### src/rtl/queue_arb_pkg.sv
// queue_arb_pkg: shared FSM state type and index-width helper for the queue drain arbiter
package queue_arb_pkg;
  typedef enum logic {ARB_IDLE, ARB_GRANT} arb_state_t;
  function automatic int clog2(input int n);
    int r = 0;
    while ((1 << r) < n) r++;
    return r;
  endfunction
endpackage

### src/rtl/rr_priority_picker.sv
// rr_priority_picker: first set req bit scanning upward from last+1 with wrap; last has lowest priority
// req in: request vector; last in: previous grant index
// pick out: chosen index; pick_valid out: some request was set
module rr_priority_picker
  import queue_arb_pkg::*;
#(
  parameter int NUM_SOURCES = 4,
  localparam int IDX_WIDTH = clog2(NUM_SOURCES)
) (
  input  logic [NUM_SOURCES-1:0] req,
  input  logic [IDX_WIDTH-1:0]   last,
  output logic [IDX_WIDTH-1:0]   pick,
  output logic                   pick_valid
);
  logic [IDX_WIDTH-1:0] s;
  always_comb begin
    pick = '0;
    pick_valid = 1'b0;
    s = '0;
    for (int k = NUM_SOURCES; k >= 1; k--) begin
      s = IDX_WIDTH'((int'(last) + k) % NUM_SOURCES);
      if (req[s]) begin
        pick = s;
        pick_valid = 1'b1;
      end
    end
  end
endmodule

### src/rtl/queue_drain_arbiter.sv
// queue_drain_arbiter: round-robin burst arbiter draining NUM_SOURCES queues into one downstream port
// clock/resetN: rising-edge clock, asynchronous active-low reset
// src_data/src_valid/src_enable in, src_back_pressure out: per-queue front item, non-empty, grant mask, pop inhibit
// out_data/out_valid out, out_back_pressure in: shared downstream port
// grant_onehot/busy out: current grant (zero when idle) and grant-state flag
module queue_drain_arbiter
  import queue_arb_pkg::*;
#(
  parameter int NUM_SOURCES = 4,
  parameter int DATA_WIDTH = 8,
  parameter int BURST_LEN = 4,
  localparam int IDX_WIDTH = clog2(NUM_SOURCES)
) (
  input  logic                              clock,
  input  logic                              resetN,
  input  logic [NUM_SOURCES*DATA_WIDTH-1:0] src_data,
  input  logic [NUM_SOURCES-1:0]            src_valid,
  output logic [NUM_SOURCES-1:0]            src_back_pressure,
  input  logic [NUM_SOURCES-1:0]            src_enable,
  output logic [DATA_WIDTH-1:0]             out_data,
  output logic                              out_valid,
  input  logic                              out_back_pressure,
  output logic [NUM_SOURCES-1:0]            grant_onehot,
  output logic                              busy
);
  arb_state_t state, state_nxt;
  logic [IDX_WIDTH-1:0] grant, grant_nxt, last_grant, last_nxt, pick;
  logic [7:0] beat_count, beat_nxt;
  logic [NUM_SOURCES-1:0] req;
  logic pick_valid, in_grant, gnt_req, xfer, burst_end;
  assign req = src_valid & src_enable;
  assign in_grant = state == ARB_GRANT;
  assign gnt_req = req[grant];
  assign xfer = in_grant & gnt_req & ~out_back_pressure;
  assign burst_end = in_grant & (~gnt_req | (xfer & (beat_count == 8'(BURST_LEN - 1))));
  // while granted, the holder itself is the lowest-priority point for the same-cycle re-pick
  rr_priority_picker #(.NUM_SOURCES(NUM_SOURCES)) u_pick (
    .req(req),
    .last(in_grant ? grant : last_grant),
    .pick(pick),
    .pick_valid(pick_valid)
  );
  always_ff @(posedge clock or negedge resetN) begin
    if (!resetN) begin
      state <= ARB_IDLE;
      grant <= '0;
      last_grant <= IDX_WIDTH'(NUM_SOURCES - 1);
      beat_count <= '0;
    end else begin
      state <= state_nxt;
      grant <= grant_nxt;
      last_grant <= last_nxt;
      beat_count <= beat_nxt;
    end
  end
  always_comb begin
    state_nxt = state;
    grant_nxt = grant;
    last_nxt = last_grant;
    beat_nxt = beat_count;
    if (!in_grant || burst_end) begin
      state_nxt = pick_valid ? ARB_GRANT : ARB_IDLE;
      grant_nxt = pick_valid ? pick : grant;
      last_nxt = in_grant ? grant : last_grant;
      beat_nxt = '0;
    end else if (xfer) begin
      beat_nxt = beat_count + 8'd1;
    end
  end
  always_comb begin
    busy = in_grant;
    out_valid = in_grant & gnt_req;
    out_data = '0;
    src_back_pressure = '1;
    grant_onehot = '0;
    for (int i = 0; i < NUM_SOURCES; i++) begin
      if (in_grant && grant == IDX_WIDTH'(i)) begin
        out_data = src_data[i*DATA_WIDTH +: DATA_WIDTH];
        src_back_pressure[i] = out_back_pressure | ~gnt_req;
        grant_onehot[i] = 1'b1;
      end
    end
  end
endmodule

### config.mk
export PLATFORM = sky130hd
export DESIGN_NAME = queue_drain_arbiter
export DESIGN_NICKNAME = d
export VERILOG_FILES = /design/src/rtl/queue_arb_pkg.sv /design/src/rtl/rr_priority_picker.sv /design/src/rtl/queue_drain_arbiter.sv
export SDC_FILE = /design/constraint.sdc
export NUM_CORES = 1
export LEC_CHECK = 0
export CORE_UTILIZATION = 45
export DETAILED_ROUTE_END_ITERATION = 7
export DONT_BUFFER_PORTS = 1
export GPL_TIMING_DRIVEN = 0
export PLACE_DENSITY_LB_ADDON = 0.12
export SYNTH_ARGS = -nofsm -noshare
export SYNTH_HDL_FRONTEND = slang
export SYNTH_SLANG_ARGS = --single-unit
export TNS_END_PERCENT = 50
### constraint.sdc
create_clock -name clock -period 1.82 [get_ports clock]
set_input_delay 0.182 -clock clock [delete_from_list [all_inputs] [get_ports clock]]
set_output_delay 0.182 -clock clock [all_outputs]
set_load 0.02 [all_outputs]
==> results.md, run 1 <==
Outcome:
- The run finished, with violations left.
- The checks that failed: setup timing.

Setup path:
- The worst setup path is captured at a flip-flop.
- The startpoint identified for the worst register-to-register timing path is grant[1].
- Along the worst path, the maximum fanout reaches 7.
- The origin of the worst setup path is grant[1].
- The startpoint type of the worst setup path is a flip-flop.
- Data on the critical path arrives at its endpoint at 1990 ps.
- Data on the critical path is required at its endpoint by 1980 ps.
- The type of the worst setup path is flip-flop to flip-flop.

Floorplanning:
- The number of core rows is 17.
- During I/O placement, the number of pins put on the boundary was 61.
- The die height is 52.2 µm.
- The die is 52.2 µm wide.
- The die covers 2720 µm².
- For this configuration, the core starts out at a cell density of 49.3%.
- The total area inside the core boundary comes to 2300 µm².

Timing:
- For the pin with the worst max-slew slack, the measured transition is 555 ps.
- Setup repair after global routing could not meet its margin everywhere.
- The post-route worst setup slack is -6.91 ps.
- Setup violations remaining at the end of the flow were counted as 2.
- The highest achievable clock rate is 547 MHz.
- Subtracting the final worst setup slack from the clock period gives 1830 ps.
- The max-slew violation count is 0.
- On the final layout, the worst clock skew is 2.01 ps.
- The worst slew margin relative to its limit is 62.9%.
- The hold violation total from the final report is 0.
- The tightest hold margin is 177 ps.
- Of the available clock period, the critical path in the final layout requires 100%.

Global routing:
- Entering global routing, the biggest net connects 14 pins.
- The via count of the first global-routing pass is 915.
- The overall routing resource usage is 19.9%.
- The first global-routing pass estimated 3900 µm of wire.
- The initial antenna violation count is 0.
- The total global routing overflow is 0.

Yosys:
- Averaged over all synthesized cells, the footprint is 10.1 µm².
- Counting flops with a built-in enable in the synthesized netlist gives 0.
- The biggest area contributor in the post-synthesis netlist is sky130_fd_sc_hd__dfrtp_1.
- Counting distinct cell types in the post-synthesis netlist gives 36.
- The number of flip-flops and latches in the synthesized netlist is 13.
- Counting every net in the synthesized netlist gives 156.
- Summed over its instances, the top area cell type makes up 24.3% of the synthesized netlist area.
- The post-synthesis instance area is 1130 µm².
- The Yosys step of the flow raised 0 warnings.
- Sorting the synthesized cells by area gives the leading types as sky130_fd_sc_hd__dfrtp_1 (24%), sky130_fd_sc_hd__mux4_2 (16%), sky130_fd_sc_hd__and2_1 (5.5%), sky130_fd_sc_hd__nand2_1 (5.0%), sky130_fd_sc_hd__dfstp_2 (4.6%).
- The gate count of the mapped netlist is 112.
- The most used flip-flop cell after synthesis is sky130_fd_sc_hd__dfrtp_1.
- The fraction of the yosys area taken by sequential cells is 28.9%.
- In the synthesized netlist the async set-or-reset flop fraction comes to 100%.

Clock network:
- TritonCTS built the clock tree.
- The deepest clock path buffer count is 2.
- Counting every sink on the clock net gives 13.
- In this run the number of H-tree levels came out at 1.
- The clock reaches the later pin of the worst-skew pair after 270 ps.
- The root buffer cell chosen for the clock tree is sky130_fd_sc_hd__clkbuf_4.
- Clock-pin slew was measured on the worst setup and hold paths at 70 ps.
- Buffers inserted during clock tree synthesis total 3.

Worst hold path:
- The source of the worst hold timing path is out_back_pressure.
- The min-delay analysis places its worst path in the category input pin to flip-flop.

Power:
- The leakage dissipation is 0.517 nW.
- The highest ir drop seen on vdd is 0.837 mV.
- The power density relative to cell area is 1270 nW/µm².

Final layout:
- 0 antenna diodes ended up in the layout.
- The fraction of final layout cells with drive strength greater than 1 is 36.5%.
- The area added between synthesis and finish is 19.8%.
- The final layout contains 171 nets.
- For this run, the share of the core covered by cells in the final layout is 59.1%.
- Counting the fill cells in the layout gives 210.

Routing:
- After the first detailed-routing iteration, the DRC count stood at 18.
- Summed over all nets, wire length on met3 after detailed routing comes to 209 µm.
- After detailed routing, the number of vias per cell comes to 6.20.
- The residual antenna-violating net count after detailed routing is 0.
- The number of remaining DRC errors is 0.
- Before antenna repair, the detailed router went through 4 iterations.
- The aggregate routed wire length is 2540 µm.
- The met1 routed wirelength after detailed routing is 1040 µm.
- The met2 layer wire length in the routed design is 1290 µm.
- After detailed routing, no signal wire sits above met4.
- The total number of vias is 955.
- The average routed wire per standard cell is 16.5 µm.

Job:
- The tool flagged a number of max-cap violations equal to 0.

Place:
- The final HPWL from detailed placement is 1880 µm.
- Input and output buffers added on the ports amount to 0.
- The global placer's final weighted congestion is 0.886.
-- synthesized netlist by cell type, drive strengths merged (3+ instances only) --
cell type and count:
buf 4, nand2 16, mux2 3, and2 10
a21oi 6, nand4 4, dfrtp 11, nor2 10
mux4 8, xnor2 6, clkbuf 3, nand3 6
-- sequential cells by signal (all words and copies together), names as in the netlist --
register    cells
busy            1
last_grant      2
grant           2
beat_count      8
-- worst paths after layout --
path                            slack (ps)  cells past startpoint       endpoint
worst min register to register         500                      2  last_grant[0]
min in group asynchronous              330                      1  beat_count[2]
worst max register to register          -7                      6       grant[0]
worst max-delay path                    -7                      6       grant[0]
worst min-delay path                   180                      3  beat_count[7]
max in group asynchronous             1090                      1           busy
-- cells by family (layout without fill, tap and decap cells) --
logic type | Yosys count | in the layout | synth area share, %
flip-flops | 13 | 13 | 28.9
AO/OA/AOI/OAI | 17 | 18 | 12.4
XOR/XNOR | 6 | 6 | 4.64
multiplexers | 13 | 13 | 20.6
buffers and inverters | 8 | 21 | 4.41
adder cells (fa/ha/maj) | 1 | 1 | 1.10
AND/OR/NAND/NOR | 54 | 54 | 27.9
-- layout by cell type (no fill, tap or decap), drive strengths merged, types with 2 or more instances in the layout --
cell,n
clkbuf,7
a41oi,3
xnor2,6
a32o,2
mux2,3
buf,12
dfrtp,11
a31oi,2
a21oi,6
dfstp,2
nand3,6
mux4,8
nand4b,2
nor2,10
nand2,16
and2,10
mux2i,2
nand4,4
-- cell type report --
cell class	count	area, µm²	share of cell area [%]
Timing Repair Buffer	9	70.1	5.16
Sequential cell	13	329	24.2
Tap cell	28	35.0	2.58
Buffer	7	67.6	4.98
Inverter	1	3.75	0.276
Clock buffer	4	26.3	1.94
Multi-Input combinational cell	92	826	60.8
-- power by group --
group	internal (mW)	switching, mW	total [mW]
clock network	0.0849	0.0872	0.172
registers	0.356	0.0302	0.386
logic	0.584	0.588	1.17
total	1.02	0.706	1.73
-- worst max-delay path, cell delays in order, from the launching register on --
cell and delay [ps]:
sky130_fd_sc_hd__dfrtp_1 380, sky130_fd_sc_hd__buf_6 130, sky130_fd_sc_hd__nand4b_1 290, sky130_fd_sc_hd__a41oi_4 410
sky130_fd_sc_hd__nand2_4 110, sky130_fd_sc_hd__nand2_4 90, sky130_fd_sc_hd__mux2_4 290
-- metal layers --
metal | up-vias | global-route usage (%)
met2 | 50 | 37.2
met1 | 444 | 22.1
met5 | - | 0
li1 | 459 | -
met4 | 0 | 3.95
met3 | 2 | 5.80
-- timing repair --
| item | CTS | global route |
|---|---|---|
| hold endpoints to repair | 13 | 0 |
| hold buffers | 1 | 0 |
| gates cloned | 1 | 0 |
| pin swaps | 4 | 1 |
| buffers inserted | 7 | 1 |
| resized for setup | 20 | 5 |
| endpoints found under the setup margin | 14 | 15 |
-- per-stage QoR --
| step | power, mW | cells | area [µm²] | TNS, ps | setup WS (ps) |
|---|---|---|---|---|---|
| after global placement | 1.29 | 140 | 1170 | -342 | -115 |
| final | 1.73 | 154 | 1360 | -13.6 | -6.91 |
| after CTS | 1.71 | 153 | 1340 | -14.7 | -14.7 |
| after global routing | 1.84 | 154 | 1360 | -762 | -93.6 |
| after floorplan | 1.20 | 112 | 1130 | 0 | 31.4 |
| after detailed placement | 1.31 | 140 | 1170 | -395 | -123 |
Power figures use the tool's default switching activity.
==> inputs of run 2 (changes only) <==
--- a/config.mk
+++ b/config.mk
@@ -13,4 +13,4 @@
 export SYNTH_ARGS = -nofsm -noshare
 export SYNTH_HDL_FRONTEND = slang
 export SYNTH_SLANG_ARGS = --single-unit
-export TNS_END_PERCENT = 50
+export TNS_END_PERCENT = 100
==> results.md, run 2 (synthesis gave the netlist of run 1 again) <==
Routing:
- The count of TritonRoute iterations in the first routing pass came to 4 (unchanged).
- The average routed wire per standard cell is 17.9 µm (was 16.5 µm).
- The iteration-0 DRC count of the detailed router is 30 (was 18).
- The aggregate routed wire length was 2790 µm (was 2540 µm).
- The via density per instance is 6.26 (was 6.20).
- The number of remaining DRC errors is 0 (unchanged).
- The total number of vias was 977 (was 955).
- The residual antenna-violating net count after detailed routing is 0 (unchanged).

Worst hold path:
- The sink of the worst hold path was beat_count[7] (unchanged).
- The source of the worst hold timing path is out_back_pressure (unchanged).
- The worst hold path class is input pin to flip-flop (unchanged).
- The hold-critical path depth came to 3 (unchanged).

Place:
- The final HPWL from detailed placement is 1880 µm (unchanged).
- The post-place setup slack is -123 ps (unchanged).
- The placed cell count came to 140 (unchanged).
- The global placer's final weighted congestion is 0.886 (unchanged).
- The number of buffers added on ports came to 0 (unchanged).

Power:
- The highest ir drop seen on vdd is 0.799 mV (was 0.837 mV).
- The share of power burned in registers is 20.9% (was 22.3%).
- The proportion of total power due to net switching is 40.3% (was 40.8%).
- The design internal power is 1.11 mW (was 1.02 mW).
- The net switching power of the design was 0.746 mW (was 0.706 mW).
- The power density relative to cell area is 1310 nW/µm² (was 1270 nW/µm²).
- The leakage dissipation was 0.564 nW (was 0.517 nW).
- The proportion of power drawn by the clock network is 9.1% (was 9.9%).
- The combinational share of power came to 70.0% (was 67.7%).

Setup path:
- The type of the worst setup path is flip-flop to flip-flop (unchanged).
- The startpoint type of the worst setup path is a flip-flop (unchanged).
- The data required time at the worst endpoint was 1980 ps (about the same).
- The worst reg2reg path startpoint is grant[1] (unchanged).
- The type of destination of the critical path is a flip-flop (unchanged).
- The slack of the worst reg-to-reg path came to -10 ps (was -7 ps).
- The maximum fanout along the worst path is 7 (unchanged).
- The worst reg-to-reg path cell count is 6 (unchanged).
- The endpoint arrival time on the critical path is 1990 ps (about the same).
- The endpoint of the lowest-slack register-to-register path is grant[0] (unchanged).

Timing:
- The max-slew violation count was 0 (unchanged).
- The post-route worst setup slack is -13.6 ps (was -6.91 ps).
- The tightest hold margin was 179 ps (was 177 ps).
- The hold violation total from the final report was 0 (unchanged).
- The final critical path time including I/O delays and setup was 1830 ps (about the same).
- The final period utilization is 101% (was 100%).
- The actual transition at the worst max-transition pin is 560 ps (was 555 ps).
- The final number of setup-violating endpoints came to 2 (unchanged).
- Setup repair after global routing missed its margin: true (unchanged).
- The highest achievable clock rate is 545 MHz (was 547 MHz).
- The worst slew margin relative to its limit is 62.5% (was 62.9%).
- The final setup skew is 1.35 ps (was 2.01 ps).

Global routing:
- The total global routing overflow is 0 (unchanged).
- The pin count of the biggest net entering global routing came to 14 (unchanged).
- The initial antenna violation count was 0 (unchanged).
- The overall routing resource usage was 19.9% (unchanged).
- The via count of the first global-routing pass is 915 (unchanged).
- The first-pass GRT wire length is 3900 µm (unchanged).

Outcome:
- Outcome: finished with violations (unchanged).
- Violations in the final reports: setup timing (unchanged).

Clock network:
- The total number of clock tree sinks is 13 (unchanged).
- The maximum level of the CTS H-tree came to 1 (unchanged).
- The number of buffers added by the clock tree synthesis step is 3 (unchanged).
- The clock insertion delay at the later pin of the skew report came to 270 ps (about the same).
- The deepest clock path buffer count is 2 (unchanged).
- The TritonCTS clock tree is done (unchanged).
- The clock tree root driver cell is sky130_fd_sc_hd__clkbuf_4 (unchanged).
- The CTS clock-pin slew for the worst setup and hold paths came to 70 ps (about the same).

Floorplanning:
- The area of the core came to 2300 µm² (unchanged).
- The die height is 52.2 µm (unchanged).
- The I/O pin count is 61 (unchanged).
- The number of core rows is 17 (unchanged).
- The die width is 52.2 µm (unchanged).
- The initial cell density of the core is 49.3% (unchanged).
- The overall die area is 2720 µm² (unchanged).

Final layout:
- The number of nets in the layout is 173 (was 171).
- The post-layout instance count excluding filler cells came to 156 (was 154).
- The filler cell count is 193 (was 210).
- The register name with the most flops was beat_count (unchanged).
- The number of antenna cells inserted is 0 (unchanged).
- The area added between synthesis and finish is 24.9% (was 19.8%).
- Commonest cells after routing, fill and taps aside: sky130_fd_sc_hd__nand2_1 (12), sky130_fd_sc_hd__dfrtp_1 (10), sky130_fd_sc_hd__nor2_1 (9), sky130_fd_sc_hd__buf_4 (9), sky130_fd_sc_hd__mux4_2 (8) (was sky130_fd_sc_hd__nand2_1 (13), sky130_fd_sc_hd__dfrtp_1 (10), sky130_fd_sc_hd__nor2_1 (9), sky130_fd_sc_hd__mux4_2 (8), sky130_fd_sc_hd__buf_4 (8)).
- The fraction of final layout cells with drive strength greater than 1 was 41.4% (was 36.5%).
- Largest regs: beat_count x8, grant x2, last_grant x2 (unchanged).
- The most frequent standard cell in the layout excluding fill and tap cells is sky130_fd_sc_hd__nand2_1 (unchanged).
- The flip-flop count of the largest register after layout came to 8 (unchanged).

Job:
- The reported max-cap violation count was 0 (unchanged).
-- run 2: final cells by class --
cell class	count	area (µm²)	share of cell area [%]
buffer	7	67.6	4.77
clock buffer	4	26.3	1.86
inverter	1	3.75	0.265
multi-input combinational	92	852	60.2
sequential	13	329	23.2
tap	28	35.0	2.47
timing repair buffer	11	103	7.24
-- run 2: through the flow --
step	setup TNS (ps)	total power, mW	instance area, µm²	util (%)
3_3_place_gp	-342	1.29	1170	50.9
3_5_place_dp	-395	1.31	1170	50.9
4_1_cts	-14.7	1.71	1340	58.3
5_1_grt	-602	1.97	1420	61.7
6_report	-21.5	1.85	1420	61.7
2_1_floorplan	0	1.20	1130	-
-- run 2: how the worst max path moves through the flow --
stage | startpoint | to | slack, ps | cells past startpoint
floorplan | grant[1] | src_back_pressure[1] | 30 | 4
global placement | grant[0] | grant[0] | -120 | 6
detailed placement | grant[0] | grant[0] | -120 | 6
CTS | grant[1] | grant[0] | -10 | 6
global route | grant[1] | grant[1] | -90 | 6
finish | grant[1] | grant[0] | -10 | 6
-- run 2: power groups by stage --
stage / Sequential, mW / Clock (mW) / Combinational (mW)
floorplan: 0.384 / 0 / 0.812
global placement: 0.388 / 0 / 0.906
detailed placement: 0.389 / 0 / 0.917
CTS: 0.386 / 0.178 / 1.15
global route: 0.391 / 0.187 / 1.39
finish: 0.387 / 0.169 / 1.30
-- run 2: what timing repair did --
item / in CTS / in global routing
gates resized for setup: 20 / 16
setup endpoints to repair: 14 / 15
buffers inserted: 7 / 2
endpoints found under the hold margin: 13 / 0
pin swaps: 4 / 1
hold buffers: 1 / 0
cloned: 1 / 1
-- run 2: metal layers --
metal	track usage, %	up-vias	routed length, µm
met5	0	-	0
met4	3.95	0	10
met3	5.80	2	214
met2	37.2	44	1440
met1	22.1	471	1120
li1	-	460	-
-- run 2: worst max-delay path: stages, from the launching register on --
cell and delay, ps:
sky130_fd_sc_hd__dfrtp_1 380, sky130_fd_sc_hd__buf_6 130, sky130_fd_sc_hd__nand4bb_4 250, sky130_fd_sc_hd__a41oi_4 460, sky130_fd_sc_hd__nand2_4 110, sky130_fd_sc_hd__nand2_4 90, sky130_fd_sc_hd__mux2_4 290
==> inputs of run 3 (changes only) <==
--- a/config.mk
+++ b/config.mk
@@ -5,6 +5,8 @@
 export SDC_FILE = /design/constraint.sdc
 export NUM_CORES = 1
 export LEC_CHECK = 0
+export ABC_AREA = 1
+export CAP_MARGIN = 20
 export CORE_UTILIZATION = 45
 export DETAILED_ROUTE_END_ITERATION = 7
 export DONT_BUFFER_PORTS = 1
==> results.md, run 3 <==
Final layout:
- The register name with the most flops is beat_count (unchanged).
- Largest regs: beat_count x8, grant x2, last_grant x2 (unchanged).
- The final standard cell utilization of the core is 54.7% (was 61.7%).
- The area added between synthesis and finish came to 15.8% (was 24.9%).
- The flip-flop count of the largest register after layout is 8 (unchanged).
- The number of nets in the layout came to 247 (was 173).
- The number of antenna cells inserted is 0 (unchanged).
- The most frequent standard cell in the layout excluding fill and tap cells is sky130_fd_sc_hd__nand2_1 (unchanged).
- Commonest cells after routing, fill and taps aside: sky130_fd_sc_hd__nand2_1 (92), sky130_fd_sc_hd__inv_1 (15), sky130_fd_sc_hd__nand3_1 (14), sky130_fd_sc_hd__nand4_1 (9), sky130_fd_sc_hd__dfrtp_1 (9) (was sky130_fd_sc_hd__nand2_1 (12), sky130_fd_sc_hd__dfrtp_1 (10), sky130_fd_sc_hd__nor2_1 (9), sky130_fd_sc_hd__buf_4 (9), sky130_fd_sc_hd__mux4_2 (8)).
- The fraction of final layout cells with drive strength greater than 1 is 19.3% (was 41.4%).

Timing:
- The tightest hold margin is 142 ps (was 179 ps).
- The final period utilization came to 96.6% (was 101%).
- The final number of setup-violating endpoints is 0 (was 2).
- The final critical path time including I/O delays and setup is 1760 ps (was 1830 ps).
- The post-route worst setup slack is 61.1 ps (was -13.6 ps).
- The max-slew violation count is 0 (unchanged).
- The actual transition at the worst max-transition pin is 607 ps (was 560 ps).
- The final setup skew came to 8.97 ps (was 1.35 ps).
- The hold violation total from the final report was 0 (unchanged).
- The worst slew margin relative to its limit is 59.4% (was 62.5%).
- The setup TNS was 0 ps (was -21.5 ps).
- The highest achievable clock rate is 569 MHz (was 545 MHz).

Setup path:
- The worst reg2reg path startpoint is grant[1] (unchanged).
- The data required time at the worst endpoint is 1640 ps (was 1980 ps).
- The endpoint arrival time on the critical path came to 1580 ps (was 1990 ps).
- The maximum fanout along the worst path is 7 (unchanged).
- The type of the worst setup path was flip-flop to primary output (was flip-flop to flip-flop).
- The origin of the worst setup path is grant[0] (was grant[1]).
- The startpoint type of the worst setup path was a flip-flop (unchanged).
- The type of destination of the critical path was a primary output (was flip-flop).

Floorplanning:
- The I/O pin count came to 61 (unchanged).
- The area of the core is 2480 µm² (was 2300 µm²).
- The overall die area was 2810 µm² (was 2720 µm²).
- The initial cell density of the core was 47.2% (was 49.3%).
- The number of core rows is 18 (was 17).
- The die height is 53.0 µm (was 52.2 µm).
- The die width came to 53.0 µm (was 52.2 µm).

Power:
- The leakage dissipation is 0.677 nW (was 0.564 nW).
- The highest ir drop seen on vdd is 0.764 mV (was 0.799 mV).
- The power density relative to cell area was 1330 nW/µm² (was 1310 nW/µm²).

Yosys:
- The post-synthesis instance area is 1170 µm² (was 1130 µm²).
- The async set-or-reset flop fraction in the synthesized netlist is 100% (unchanged).
- Most common library cells after synthesis: sky130_fd_sc_hd__nand2_1 (95), sky130_fd_sc_hd__nand3_1 (17), sky130_fd_sc_hd__inv_1 (15) (was sky130_fd_sc_hd__nand2_1 (15), sky130_fd_sc_hd__dfrtp_1 (11), sky130_fd_sc_hd__and2_1 (10), sky130_fd_sc_hd__nor2_1 (10), sky130_fd_sc_hd__mux4_2 (8)).
- The total nets after synthesis was 235 (was 156).
- The number of flip-flops and latches in the synthesized netlist is 13 (unchanged).
- The number of warnings reported in the yosys synthesis log came to 0 (unchanged).
- The most used flip-flop cell after synthesis is sky130_fd_sc_hd__dfrtp_1 (unchanged).
- The number of distinct library cells after synthesis is 26 (was 36).
- The mean instance size in the synthesized netlist came to 6.12 µm² (was 10.1 µm²).
- The most repeated cell in the gate-level netlist after synthesis is sky130_fd_sc_hd__nand2_1 (unchanged).
- The gate count of the mapped netlist is 191 (was 112).
- The portion of synthesized cell area occupied by the leading cell type is 30.5% (was 24.3%).
- The cell type with the highest aggregate area in the netlist is sky130_fd_sc_hd__nand2_1 (was sky130_fd_sc_hd__dfrtp_1).
- Area contributors post-synth: sky130_fd_sc_hd__nand2_1 (30%), sky130_fd_sc_hd__dfrtp_1 (24%), sky130_fd_sc_hd__nand3_1 (7.3%), sky130_fd_sc_hd__inv_1 (4.8%), sky130_fd_sc_hd__nand4_1 (4.8%) (was sky130_fd_sc_hd__dfrtp_1 (24%), sky130_fd_sc_hd__mux4_2 (16%), sky130_fd_sc_hd__and2_1 (5.5%), sky130_fd_sc_hd__nand2_1 (5.0%), sky130_fd_sc_hd__dfstp_2 (4.6%)).
- The fraction of the yosys area taken by sequential cells is 28.0% (was 28.9%).
- The number of enable flip-flop cells after synthesis is 0 (unchanged).

Global routing:
- The overall routing resource usage is 22.7% (was 19.9%).
- The via count of the first global-routing pass is 1062 (was 915).
- The first-pass GRT wire length is 4670 µm (was 3900 µm).
- The pin count of the biggest net entering global routing is 14 (unchanged).
- The initial antenna violation count is 0 (unchanged).
- The total global routing overflow is 0 (unchanged).

Routing:
- The total number of vias was 1284 (was 977).
- The number of remaining DRC errors was 0 (unchanged).
- The iteration-0 DRC count of the detailed router is 30 (unchanged).
- The aggregate routed wire length is 3000 µm (was 2790 µm).
- The average routed wire per standard cell was 12.9 µm (was 17.9 µm).
- The residual antenna-violating net count after detailed routing is 0 (unchanged).
- The count of TritonRoute iterations in the first routing pass is 4 (unchanged).
- The via density per instance is 5.53 (was 6.26).

Clock network:
- The CTS clock-pin slew for the worst setup and hold paths was 80 ps (was 70 ps).
- The clock tree root driver cell was sky130_fd_sc_hd__clkbuf_4 (unchanged).
- The total number of clock tree sinks came to 13 (unchanged).
- The deepest clock path buffer count is 2 (unchanged).
- The maximum level of the CTS H-tree is 1 (unchanged).
- The clock insertion delay at the later pin of the skew report came to 280 ps (was 270 ps).
- The number of buffers added by the clock tree synthesis step was 3 (unchanged).
- The TritonCTS clock tree is done (unchanged).

Place:
- The post-place setup slack came to -311 ps (was -123 ps).
- The global placer's final weighted congestion is 0.827 (was 0.886).
- The final HPWL from detailed placement is 2180 µm (was 1880 µm).
- The number of buffers added on ports is 0 (unchanged).

Job:
- The reported max-cap violation count came to 0 (unchanged).

Worst hold path:
- The worst hold path class is input pin to flip-flop (unchanged).
- The source of the worst hold timing path is src_enable[3] (was out_back_pressure).

Outcome:
- Outcome: finished, final reports clean (was finished with violations).
## run 3: changes by cell type after synthesis, sizes merged, moves of 4 or more
cell,delta
a21oi,-4
and2,-10
inv,+16
mux4,-8
nand2,+82
nand3,+11
nand4,+5
o21ai,+6
xnor2,-6
xor2,+4
## run 3: layout make-up
type	instances	area, µm²
Clock buffer	4	26.3
Buffer	3	26.3
Timing Repair Buffer	3	25.0
Tap cell	30	37.5
Inverter	17	66.3
Fill cell	258	1120
Sequential cell	13	330
Multi-Input combinational cell	162	843
## run 3: final timing paths
| path | end | slack, ps | cells past startpoint |
|---|---|---|---|
| min reg2reg | last_grant[0] | 520 | 2 |
| max in group asynchronous | grant[0] | 1040 | 1 |
| min | busy | 140 | 2 |
| min in group asynchronous | beat_count[0] | 340 | 1 |
| max | out_data[7] | 60 | 5 |
| max reg2reg | beat_count[0] | 190 | 10 |
## run 3: worst max-delay path, stage by stage (launching register included)
cell	delay, ps
sky130_fd_sc_hd__dfrtp_2	490
sky130_fd_sc_hd__inv_4	120
sky130_fd_sc_hd__nand2_2	110
sky130_fd_sc_hd__nor2_4	260
sky130_fd_sc_hd__nand2_1	90
sky130_fd_sc_hd__nand4_1	240
## run 3: through the flow
stage / instance area [µm²] / total power [mW] / cells
floorplan: 1170 / 1.26 / 191
global placement: 1210 / 1.41 / 221
detailed placement: 1210 / 1.42 / 221
CTS: 1320 / 1.76 / 230
global route: 1360 / 1.95 / 232
finish: 1360 / 1.80 / 232
## run 3: kinds of logic after synthesis
kind of cell	count (synthesis)	share of synthesized area [%]
AO/OA/AOI/OAI	18	11.7
XOR/XNOR	4	2.99
adder cells (fa/ha/maj)	1	1.07
buffers and inverters	20	7.49
flip-flops	13	28.0
AND/OR/NAND/NOR	135	48.8
## run 3: report_power, final
group / switching [mW] / internal, mW
logic: 0.841 / 0.344
clock network: 0.102 / 0.0850
registers: 0.0697 / 0.357
## run 3: per-layer routing
metal	GRT usage, %	wire [µm]	vias up	share of wire (%)
met5	0	0	-	0
met4	2.63	4	0	0.13
met3	5.75	153	2	5.1
met2	35.0	1370	47	46
met1	32.5	1470	587	49
li1	-	-	648	-
## run 3: timing repair
| action | 4_1_cts | 5_1_grt |
|---|---|---|
| hold endpoints to repair | 13 | 0 |
| setup buffers | 0 | 2 |
| hold buffers | 1 | 0 |
| pin swaps | 6 | 5 |
| endpoints found under the setup margin | 15 | 12 |
| gates cloned | 4 | 0 |
| gates resized for setup | 16 | 4 |
